===== src/rtl/rpn_tokenizer.sv =====
// rpn_tokenizer
//   Front end of the stream calculator. Takes a byte-serial ASCII stream in
//   reverse-Polish form and turns it into single-cycle command pulses for the
//   calculator core. Decimal literals are accumulated digit by digit. Each
//   completed number becomes a push command (op=5). Each operator character
//   becomes one arithmetic command.
//
// Ports
//   clk         rising-edge clock
//   rst         asynchronous active-high reset
//   char_valid  char holds a byte to consume
//   char[7:0]   ASCII byte
//   char_ready  byte accepted this cycle when char_valid is also high
//   apply       one-cycle command strobe to the core
//   in[W-1:0]   number to push (meaningful when apply=1 and op=5)
//   op[2:0]     0 add, 1 sub, 2 mul, 3 div, 4 mod, 5 push
//   err         sticky error flag, cleared only by rst
//
// Configuration macro
//   RPN_OVF_CHECK_EN  when defined, a digit step that exceeds 2^W-1
//                     saturates the accumulator and sets err. When undefined,
//                     the accumulator wraps modulo 2^W silently.
module rpn_tokenizer #(
  parameter int W = 8
) (
  input  logic         clk,
  input  logic         rst,
  input  logic         char_valid,
  input  logic [7:0]   char,
  output logic         char_ready,
  output logic         apply,
  output logic [W-1:0] in,
  output logic [2:0]   op,
  output logic         err
);

  localparam logic [1:0] IDLE  = 2'd0;
  localparam logic [1:0] NUM   = 2'd1;
  localparam logic [1:0] FLUSH = 2'd2;

  localparam logic [2:0] OP_PUSH = 3'd5;

  logic [1:0]   state;
  logic [W-1:0] acc;
  logic [2:0]   pend_op;

  logic         accept;
  logic         is_digit;
  logic         is_sep;
  logic         is_op;
  logic [2:0]   op_code;
  logic [W-1:0] digit_ext;
  logic [W-1:0] acc_step;
  logic         step_ovf;

  // While FLUSH issues the latched operator, no byte can be taken.
  assign char_ready = (state != FLUSH);
  assign accept     = char_valid & char_ready;

  assign is_digit  = (char >= 8'h30) && (char <= 8'h39);
  assign is_sep    = (char == 8'h20) || (char == 8'h0A);
  assign digit_ext = {{(W-4){1'b0}}, char[3:0]};

  always_comb begin
    is_op   = 1'b1;
    op_code = 3'd0;
    case (char)
      8'h2B:   op_code = 3'd0;
      8'h2D:   op_code = 3'd1;
      8'h2A:   op_code = 3'd2;
      8'h2F:   op_code = 3'd3;
      8'h25:   op_code = 3'd4;
      default: is_op   = 1'b0;
    endcase
  end

  // acc*10 + d is formed as (acc<<3)+(acc<<1)+d. In the checked build the
  // four extra top bits reveal overflow. In the plain build the W-bit sum
  // wraps modulo 2^W.
`ifdef RPN_OVF_CHECK_EN
  logic [W+3:0] wide;
  assign wide     = ({4'b0, acc} << 3) + ({4'b0, acc} << 1) + {{W{1'b0}}, char[3:0]};
  assign step_ovf = |wide[W+3:W];
  assign acc_step = step_ovf ? {W{1'b1}} : wide[W-1:0];
`else
  assign step_ovf = 1'b0;
  assign acc_step = (acc << 3) + (acc << 1) + digit_ext;
`endif

  // A FLUSH cycle always emits the pending operator and returns to IDLE.
  // Otherwise, an accepted byte is decoded against the current state.
  // apply defaults low, so every command is a single-cycle pulse.
  always_ff @(posedge clk or posedge rst) begin
    if (rst) begin
      state   <= IDLE;
      acc     <= '0;
      pend_op <= 3'd0;
      apply   <= 1'b0;
      in      <= '0;
      op      <= OP_PUSH;
      err     <= 1'b0;
    end else begin
      apply <= 1'b0;
      if (state == FLUSH) begin
        apply <= 1'b1;
        op    <= pend_op;
        state <= IDLE;
      end else if (accept) begin
        if (is_digit) begin
          if (state == IDLE) begin
            acc   <= digit_ext;
            state <= NUM;
          end else begin
            acc <= acc_step;
            if (step_ovf) err <= 1'b1;
          end
        end else if (is_sep) begin
          if (state == NUM) begin
            apply <= 1'b1;
            op    <= OP_PUSH;
            in    <= acc;
            state <= IDLE;
          end
        end else if (is_op) begin
          if (state == NUM) begin
            apply   <= 1'b1;
            op      <= OP_PUSH;
            in      <= acc;
            pend_op <= op_code;
            state   <= FLUSH;
          end else begin
            apply <= 1'b1;
            op    <= op_code;
          end
        end else begin
          err <= 1'b1;
        end
      end
    end
  end

endmodule


===== config.mk =====
export PLATFORM = sky130hd
export DESIGN_NAME = rpn_tokenizer
export DESIGN_NICKNAME = d
export VERILOG_FILES = /design/src/rtl/rpn_tokenizer.sv
export SDC_FILE = /design/constraint.sdc
export NUM_CORES = 1
export LEC_CHECK = 0
export ABC_CLOCK_PERIOD_IN_PS = 3000
export CAP_MARGIN = 20
export CORE_UTILIZATION = 57
export CTS_CLUSTER_DIAMETER = 50
export CTS_CLUSTER_SIZE = 14
export DETAILED_ROUTE_END_ITERATION = 10
export GPL_TIMING_DRIVEN = 0
export PLACE_DENSITY = 0.89
export SYNTH_ARGS = -nofsm -noshare
export SYNTH_HDL_FRONTEND = slang
export SYNTH_SLANG_ARGS = --single-unit

===== constraint.sdc =====
create_clock -name clk -period 3 [get_ports clk]
set_input_delay 0.3 -clock clk [delete_from_list [all_inputs] [get_ports clk]]
set_output_delay 0.3 -clock clk [all_outputs]
set_load 0.03 [all_outputs]

==> results of run 1 <==
## synthesized netlist by cell type (2+ instances only)
master | n | area share
a211oi_4 | 2 | 0.025
a21o_1 | 3 | 0.014
a21oi_1 | 3 | 0.0092
a22oi_1 | 3 | 0.014
a2bb2oi_1 | 3 | 0.016
buf_2 | 3 | 0.0092
dfrtp_1 | 24 | 0.37
dfstp_2 | 2 | 0.032
fa_1 | 2 | 0.025
ha_1 | 10 | 0.077
inv_1 | 8 | 0.018
mux2_2 | 10 | 0.069
mux2_4 | 2 | 0.018
nand2_1 | 14 | 0.032
nand3_1 | 3 | 0.0092
nand4_1 | 3 | 0.012
nor2_1 | 3 | 0.0069
nor2b_1 | 2 | 0.0077
nor3_1 | 4 | 0.012
o211ai_1 | 3 | 0.014
o21a_1 | 2 | 0.0092
o21ai_0 | 9 | 0.028
o22ai_1 | 2 | 0.0077
o31ai_1 | 3 | 0.014
or2_2 | 2 | 0.0077
or3_2 | 2 | 0.0092
xnor2_1 | 3 | 0.016
xor2_1 | 4 | 0.022
## registers in the layout, summed over array words and instances, names as in the netlist
| name | cells |
|---|---|
| op | 3 |
| state | 2 |
| in | 8 |
| err | 1 |
| pend_op | 3 |
| acc | 8 |
| apply | 1 |
## where the power goes
| group | internal (mW) | switching (mW) |
|---|---|---|
| combinational | 0.170 | 0.201 |
| sequential | 0.386 | 0.0379 |
| clock | 0.0520 | 0.100 |
| total | 0.608 | 0.339 |
## cell type report
cell class / count / area, um2 / share of cell area
Tap cell: 31 / 38.8 / 0.0202
Buffer: 4 / 18.8 / 0.00976
Clock buffer: 4 / 26.3 / 0.0137
Sequential cell: 26 / 653 / 0.340
Timing Repair Buffer: 23 / 230 / 0.120
Inverter: 8 / 30.0 / 0.0156
Multi-Input combinational cell: 112 / 926 / 0.481
## cells in the final DEF, fill, tap and decap left out, drive strengths merged, types with 2 or more instances in the layout
cell,n
a211oi,3
a21o,3
a21oi,3
a22oi,3
a2bb2oi,3
buf,3
clkbuf,5
clkdlybuf4s50,23
dfrtp,24
dfstp,2
fa,2
ha,10
inv,8
mux2,12
nand2,14
nand3,3
nand4,3
nor2,3
nor2b,2
nor3,4
o211ai,3
o21a,2
o21ai,9
o22ai,2
o31ai,3
or2,2
or3,3
xnor2,3
xor2,4
## through the flow
stage	hold WS [ns]	utilization
detailed placement	0.459	0.694
finish	0.427	0.703
floorplan	0.339	-
CTS	0.410	0.703
global placement	0.452	0.694
global route	0.432	0.703
## cells by family after synthesis
family,count (synthesis)
multiplexers,13
buffers and inverters,12
XOR/XNOR,7
flip-flops,26
AND/OR/NAND/NOR,41
adder cells (fa/ha/maj),12
AO/OA/AOI/OAI,39
## path summary, 6_finish.rpt
path | cells past startpoint | from | to
setup / recovery | 5 | char[5] | pend_op[0]$_DFFE_PP0P_
hold / removal | 3 | char[3] | acc[3]$_DFFE_PP0P_
setup reg to reg | 8 | acc[0]$_DFFE_PP0P_ | acc[6]$_DFFE_PP0P_
hold reg to reg | 2 | err$_DFFE_PP0P_ | err$_DFFE_PP0P_
max in group asynchronous | 2 | rst | state[1]$_DFFE_PP0P_
min in group asynchronous | 2 | rst | in[5]$_DFFE_PP0P_
## layer usage
| metal | up-vias | GRT usage | wire length [um] |
|---|---|---|---|
| li1 | 616 | - | - |
| met1 | 589 | 0.326 | 1450 |
| met2 | 53 | 0.368 | 1500 |
| met3 | 5 | 0.0234 | 172 |
| met4 | 0 | 0.0893 | 42 |
| met5 | - | 0 | 0 |
## tightest hold or removal path: cells and delay by family
| kind | cells | cell delay (ns) |
|---|---|---|
| compound gates | 2 | 0.26 |
| buf+inv | 1 | 0.15 |
==> out/results.ini, run 1 <==
[status]
status = completed

[critical_path]
critical_path_arrival_ns = 2.53
critPathSlowestCell = clkdlybuf4s50_1
end_kind = flop
cp_num_buf_inv = 1
path_delay_family = simple AND/OR/NAND/NOR gates
critPathMaxFanout = 10
crit_chain = clkdlybuf4s50_1 -> or4b_4 -> a211oi_4 -> nand4_1 -> mux2_2
reg2reg_setup_slack_ns = 0.72
worst_path_largest_cell_delay_ns = 0.55
critical_path_required_ns = 3.22
path_class = input port to flop
startpoint_type = input port

[synthesis]
synth-simple-area-share = 0.141
synth-edff-count = 0
synth-xor-area-share = 0.0377
netlist_area_um2 = 1630
postSynth.asyncResetShare = 1.00
ys_ff_latch = 26
muxShareOfSynthArea = 0.0938
synthDistinctLibCells = 44
synth_compound_area_frac = 0.195
synthAdderAreaFrac = 0.101
ys_warn_count = 0
syn_inst = 150
synth_top_family_by_area = compound AO/OA/AOI/OAI gates
synth_nets = 173
syn-mean-instance-area_um2 = 10.9
seq_area_frac_synth = 0.401
synth_flop_cell = dfrtp_1

[global_route]
grt_first_pass_wirelength_mm = 5.59
grt_start_max_net_pins = 27
grt_usage = 0.231
grt_pass1_vias = 1241
grt-ovfl-total = 0
antenna_found_initial = 0

[sta]
tns_ns = 0
finalCritPeriodShare = 0.771
relSlewSlack = 0.372
setup_violations = 0
hold_violations = 0
fin_crit_ns = 2.31
final_critical_path_setup_slack_ns = 0.687
worst_pin_slew_ns = 0.940
skew_ns = 0.00321
rsz0062_at_grt = false
slew_viol_final = 0
max_freq_ghz = 0.432

[route]
wirelength_mm = 3.17
remaining_drc_errors = 0
initialDrtViolationCount = 45
antenna_left = 0
vias = 1263
drt_pre_antenna_iters = 4
post_drt_wl_per_cell_um = 15.2
viasPerCell = 6.07

[pwr]
p_per_area_nw_per_um2 = 493
ir_drop_uv = 381
total_power_uw = 947
p_leak_nw = 0.890

[clocking]
clockRootBuffer = clkbuf_4
cts.sink_count = 26
cts_resized = 0
cts_buffers = 3
cts_tree = yes
htreeDepth = 1
path_clk_slew_ns = 0.13
ctsHoldBuffers = 0
cts_setup_buffers = 0
clockBufferDepth = 2
insertion_delay_ns = 0.32

[final_layout]
area_delta_synth_final_pct = 18.1
fillCellCount = 208
fin_cells = 208
final_area_um2 = 1920
nets = 201
drive_gt1_frac = 0.169
n_antenna_cell = 0

[die]
die_y_um = 55.4
pin_count = 25
core_um2 = 2730
die-area_um2 = 3070
die_w_um = 55.4
initial_core_util = 0.595
num_rows = 19

[placement]
dp.cells = 204
post-dp-hpwl_mm = 2.50
placed_area_um2 = 1900
port_buffers = 23
dp_slack_ns = 0.361
gp_congestion = 0.905

[run]
cap_violations = 0

[min_path]
hold_path.class = input port to flop

Power figures use the tool's default switching activity.
==> inputs of run 2 (changes only) <==
==> config.mk (replaced) <==
export PLATFORM = sky130hd
export DESIGN_NAME = rpn_tokenizer
export DESIGN_NICKNAME = d
export VERILOG_FILES = /design/src/rtl/rpn_tokenizer.sv
export SDC_FILE = /design/constraint.sdc
export NUM_CORES = 1
export LEC_CHECK = 0
export ABC_CLOCK_PERIOD_IN_PS = 2100
export CAP_MARGIN = 20
export CORE_UTILIZATION = 48
export CTS_CLUSTER_DIAMETER = 50
export CTS_CLUSTER_SIZE = 14
export DETAILED_ROUTE_END_ITERATION = 10
export GPL_TIMING_DRIVEN = 0
export PLACE_DENSITY = 0.8
export SYNTH_ARGS = -nofsm -noshare
export SYNTH_HDL_FRONTEND = slang
export SYNTH_SLANG_ARGS = --single-unit
==> constraint.sdc (replaced) <==
create_clock -name clk -period 2.1 [get_ports clk]
set_input_delay 0.21 -clock clk [delete_from_list [all_inputs] [get_ports clk]]
set_output_delay 0.21 -clock clk [all_outputs]
set_load 0.03 [all_outputs]
==> run 2 against run 1 <==
Non-clock buffer count is 8 higher. Critical endpoint is now acc[6]$_DFFE_PP0P_. Sequential share of layout area is 2.4 points lower. Final cell count is 10% higher. Sequential power is 41% higher. Global-route usage is 0.98 points lower.
==> out/results.ini, run 2 (synthesis results as in run 1) <==
[status]
status = completed

[die]
die_y_um = 60.2
num_rows = 20
pin_count = 25
die_w_um = 60.2
core_um2 = 3130
die-area_um2 = 3630
initial_core_util = 0.520

[critical_path]
reg2reg_setup_slack_ns = 0.02
crit_end = acc[6]$_DFFE_PP0P_
startpoint_type = flop
cp-startpoint = acc[0]$_DFFE_PP0P_
critical_path_required_ns = 2.33
path_class = flop to flop
r2r-end = acc[6]$_DFFE_PP0P_
r2r_cells = 8
r2r-start = acc[0]$_DFFE_PP0P_
end_kind = flop
critical_path_arrival_ns = 2.32
critPathMaxFanout = 3

[sta]
tns_ns = 0
rsz0062_at_grt = true
skew_ns = 0.00298
worst_pin_slew_ns = 0.963
finalCritPeriodShare = 0.992
whs_ns = 0.260
hold_violations = 0
setup_violations = 0
max_freq_ghz = 0.480
slew_viol_final = 0
fin_crit_ns = 2.08
relSlewSlack = 0.357

[placement]
post-dp-hpwl_mm = 2.58
placed_area_um2 = 1920
gp_congestion = 0.835
dp.cells = 217
port_buffers = 23

[final_layout]
final_common_cell = dfrtp_1
nets = 209
n_antenna_cell = 0
final_area_um2 = 2070
seq_area_um2 = 653
fillCellCount = 246
fin_cells = 229
layout_common_cells = 24 x dfrtp_1, 21 x clkdlybuf4s50_1, 14 x nand2_1
drive_gt1_frac = 0.265
multiInputGateArea_um2 = 972
area_delta_synth_final_pct = 27.3
reg_top3 = acc: 8 flops, in: 8 flops

[clocking]
path_clk_slew_ns = 0.14
cts.sink_count = 26
clockRootBuffer = clkbuf_4
clockBufferDepth = 2
insertion_delay_ns = 0.33
cts_tree = yes
cts_buffers = 3
htreeDepth = 1

[pwr]
total_power_mw = 1.58
ir_drop_uv = 358
p_per_area_nw_per_um2 = 764
p_leak_nw = 0.944

[route]
initialDrtViolationCount = 52
post_drt_wl_per_cell_um = 15.8
antenna_left = 0
drt_pre_antenna_iters = 4
viasPerCell = 5.83
wirelength_mm = 3.63
vias = 1335
remaining_drc_errors = 0

[global_route]
grt_usage = 0.221
grt_pass1_vias = 1235
antenna_found_initial = 0
grt_first_pass_wirelength_mm = 5.98
grt_start_max_net_pins = 27
grt-ovfl-total = 0

[min_path]
hold_path.class = input port to flop

[run]
cap_violations = 0

-- run 2: area by class of cell --
| type | count | share of cell area |
|---|---|---|
| Sequential cell | 26 | 0.315 |
| Timing Repair Buffer | 31 | 0.139 |
| Buffer | 4 | 0.0103 |
| Multi-Input combinational cell | 112 | 0.469 |
| Tap cell | 44 | 0.0266 |
| Clock inverter | 1 | 0.0145 |
| Clock buffer | 3 | 0.0109 |
| Inverter | 8 | 0.0145 |
-- run 2: worst min-delay path by stage --
stage,depth (start not counted),to,start,slack [ns]
global placement,2,err$_DFFE_PP0P_,err$_DFFE_PP0P_,0.46
detailed placement,2,err$_DFFE_PP0P_,err$_DFFE_PP0P_,0.48
floorplan,1,acc[0]$_DFFE_PP0P_,rst,0.25
CTS,3,acc[3]$_DFFE_PP0P_,char[3],0.25
finish,3,acc[3]$_DFFE_PP0P_,char[3],0.26
global route,3,acc[3]$_DFFE_PP0P_,char[3],0.30
-- run 2: report_power, final --
part	switching [mW]	leakage, nW	internal [mW]
sequential	0.0452	0.338	0.552
combinational	0.346	0.578	0.288
clock	0.158	0.0279	0.193
-- run 2: repair_timing --
action / in CTS / in global routing
setup buffers: 3 / 5
resized for setup: 9 / 4
pin swaps: 4 / 6
setup endpoints to repair: 5 / 15
hold buffers: 0 / 0
-- run 2: worst max-delay path, stage by stage, from the launching register on --
cell     delay [ns]
dfrtp_1        0.41
buf_4          0.15
ha_1           0.17
ha_1           0.24
fa_2           0.42
a21o_1         0.20
a21oi_2        0.15
xor2_1         0.17
o21ai_1        0.07
-- run 2: metal layers --
layer | part of all wire | GRT usage | vias up
met5 | 0 | 0 | -
met4 | 0.012 | 0.0598 | 0
met3 | 0.052 | 0.0216 | 4
met2 | 0.47 | 0.352 | 58
met1 | 0.46 | 0.317 | 647
li1 | - | - | 626
-- run 2: stage by stage --
| step | setup slack, ns | utilization |
|---|---|---|
| finish | 0.0161 | 0.662 |
| global route | -0.0538 | 0.662 |
| CTS | 0.00560 | 0.646 |
| detailed placement | -0.471 | 0.612 |
| global placement | -0.416 | 0.612 |
| floorplan | 0.00905 | - |
==> inputs of run 3 (changes only) <==
--- a/config.mk
+++ b/config.mk
@@ -7,7 +7,10 @@
 export LEC_CHECK = 0
 export ABC_CLOCK_PERIOD_IN_PS = 2100
 export CAP_MARGIN = 20
-export CORE_UTILIZATION = 48
+export CELL_PAD_IN_SITES_DETAIL_PLACEMENT = 2
+export CELL_PAD_IN_SITES_GLOBAL_PLACEMENT = 2
+export CORE_MARGIN = 8
+export CORE_UTILIZATION = 31
 export CTS_CLUSTER_DIAMETER = 50
 export CTS_CLUSTER_SIZE = 14
 export DETAILED_ROUTE_END_ITERATION = 10
==> run 3 against run 2 <==
The flow now finishes with violations (negative setup slack). Critical endpoint unchanged. Worst setup slack worse by 0.070 ns. Via count down 1.3%. Final cell count up 11%. Highest routed layer unchanged. Sequential share of layout area down 1.5 points. Register-to-register slack worse by 0.07 ns. Clock power up 24%.
==> out/results.ini, run 3 (synthesis results as in run 1) <==
[final_layout]
layout_common_cells = 22 x dfrtp_1, 19 x clkdlybuf4s50_1, 14 x nand2_1
fin_cells = 255
nets = 209
area_delta_synth_final_pct = 34.1
n_antenna_cell = 0
drive_gt1_frac = 0.297
reg_top3 = acc: 8 flops, in: 8 flops
final_common_cell = dfrtp_1
fillCellCount = 527

[global_route]
grt_usage = 0.144
grt_pass1_vias = 1545
grt_first_pass_wirelength_mm = 8.36
grt_start_max_net_pins = 27
antenna_found_initial = 0
grt-ovfl-total = 0

[die]
die-area_um2 = 7830
pin_count = 25
initial_core_util = 0.321
die_y_um = 88.5
core_um2 = 5070
num_rows = 26
die_w_um = 88.5

[clocking]
path_clk_slew_ns = 0.10
clockRootBuffer = clkbuf_8
clockBufferDepth = 2
cts.sink_count = 26
ctsHoldBuffers = 0
htreeDepth = 1
cts_tree = yes
cts_buffers = 3
insertion_delay_ns = 0.29

[pwr]
p_per_area_nw_per_um2 = 814
ir_drop_uv = 257
total_power_mw = 1.78
p_leak_nw = 0.975

[sta]
finalCritPeriodShare = 1.03
relSlewSlack = 0.643
worst_pin_slew_ns = 0.530
max_freq_ghz = 0.464
skew_ns = 0.00709
setup_violations = 2
hold_violations = 0
fin_crit_ns = 2.15
final_critical_path_setup_slack_ns = -0.0534
slew_viol_final = 0
rsz0062_at_grt = true
whs_ns = 0.107

[route]
wirelength_mm = 5.09
viasPerCell = 5.17
remaining_drc_errors = 0
drt_pre_antenna_iters = 4
initialDrtViolationCount = 54
post_drt_wl_per_cell_um = 20.0
vias = 1318
antenna_left = 0

[run]
cap_violations = 0

[status]
status = finished with violations
violations = negative setup slack

[placement]
gp_congestion = 0.789
port_buffers = 23
dp.cells = 243
post-dp-hpwl_mm = 3.76

[min_path]
hold_path.class = input port to asynchronous set/reset pin

[critical_path]
end_kind = flop
critical_path_arrival_ns = 2.33
critPathMaxFanout = 2
r2r-end = acc[6]$_DFFE_PP0P_
startpoint_type = flop
reg2reg_setup_slack_ns = -0.05
r2r_cells = 8
path_class = flop to flop
r2r-start = acc[2]$_DFFE_PP0P_
critical_path_required_ns = 2.28

## run 3: cell types whose count changed in the layout (fill, tap and decap cells not counted), moves of 2 or more
cell | previous run | this run
clkbuf_4 | 3 | 0
clkbuf_8 | 0 | 3
clkdlybuf4s50_1 | 21 | 19
dfrtp_1 | 24 | 22
dfrtp_2 | 0 | 2
dlymetal6s2s_1 | 0 | 2
ha_1 | 9 | 7
## run 3: per-layer routing
layer / share of wire / routed length [um] / vias to the layer above / GRT usage
li1: - / - / 619 / -
met1: 0.42 / 2150 / 669 / 0.160
met4: 0.021 / 107 / 0 / 0.0630
met2: 0.54 / 2730 / 23 / 0.267
met3: 0.022 / 111 / 7 / 0.0186
met5: 0 / 0 / - / 0
## run 3: how the worst max path moves through the flow
stage | startpoint | endpoint | slack, ns | depth (start not counted)
final | acc[2]$_DFFE_PP0P_ | acc[6]$_DFFE_PP0P_ | -0.05 | 8
after global routing | acc[2]$_DFFE_PP0P_ | acc[6]$_DFFE_PP0P_ | -0.14 | 8
after detailed placement | char[2] | acc[6]$_DFFE_PP0P_ | -0.60 | 8
after floorplan | char[3] | acc[6]$_DFFE_PP0P_ | 0.009 | 9
after CTS | acc[2]$_DFFE_PP0P_ | acc[6]$_DFFE_PP0P_ | -0.04 | 8
after global placement | char[2] | acc[6]$_DFFE_PP0P_ | -0.43 | 8
## run 3: repair_timing
item | in CTS | in global routing
pin swaps | 13 | 12
buffers inserted | 6 | 1
endpoints found under the hold margin | 0 | 0
resized for setup | 14 | 8
setup endpoints to repair | 16 | 13
## run 3: final cells by class
cell class | count | area [um2] | share of cell area
Buffer | 4 | 21.3 | 0.00975
Clock buffer | 3 | 41.3 | 0.0189
Clock inverter | 1 | 30.0 | 0.0138
Inverter | 8 | 30.0 | 0.0138
Multi-Input combinational cell | 112 | 1000 | 0.460
Sequential cell | 26 | 656 | 0.300
Tap cell | 70 | 87.6 | 0.0401
Timing Repair Buffer | 31 | 313 | 0.143
## run 3: power by group
group	total, mW	internal [mW]	switching, mW
sequential	0.616	0.554	0.0616
clock	0.435	0.256	0.179
combinational	0.727	0.330	0.397
## run 3: metrics by stage
step	cell area [um2]	utilization	setup slack [ns]	TNS (ns)
global route	2180	0.430	-0.138	-0.310
global placement	1950	0.384	-0.433	-5.85
finish	2180	0.430	-0.0534	-0.0739
CTS	2110	0.416	-0.0411	-0.0411
floorplan	1630	-	0.00905	0
detailed placement	1950	0.384	-0.602	-8.07
## run 3: worst max-delay path, stage by stage, from the launching register on
cell     delay (ns)
dfrtp_2        0.41
inv_2          0.05
fa_1           0.54
inv_2          0.07
fa_2           0.34
a21o_1         0.17
a21oi_2        0.15
xor2_1         0.21
o21ai_1        0.09
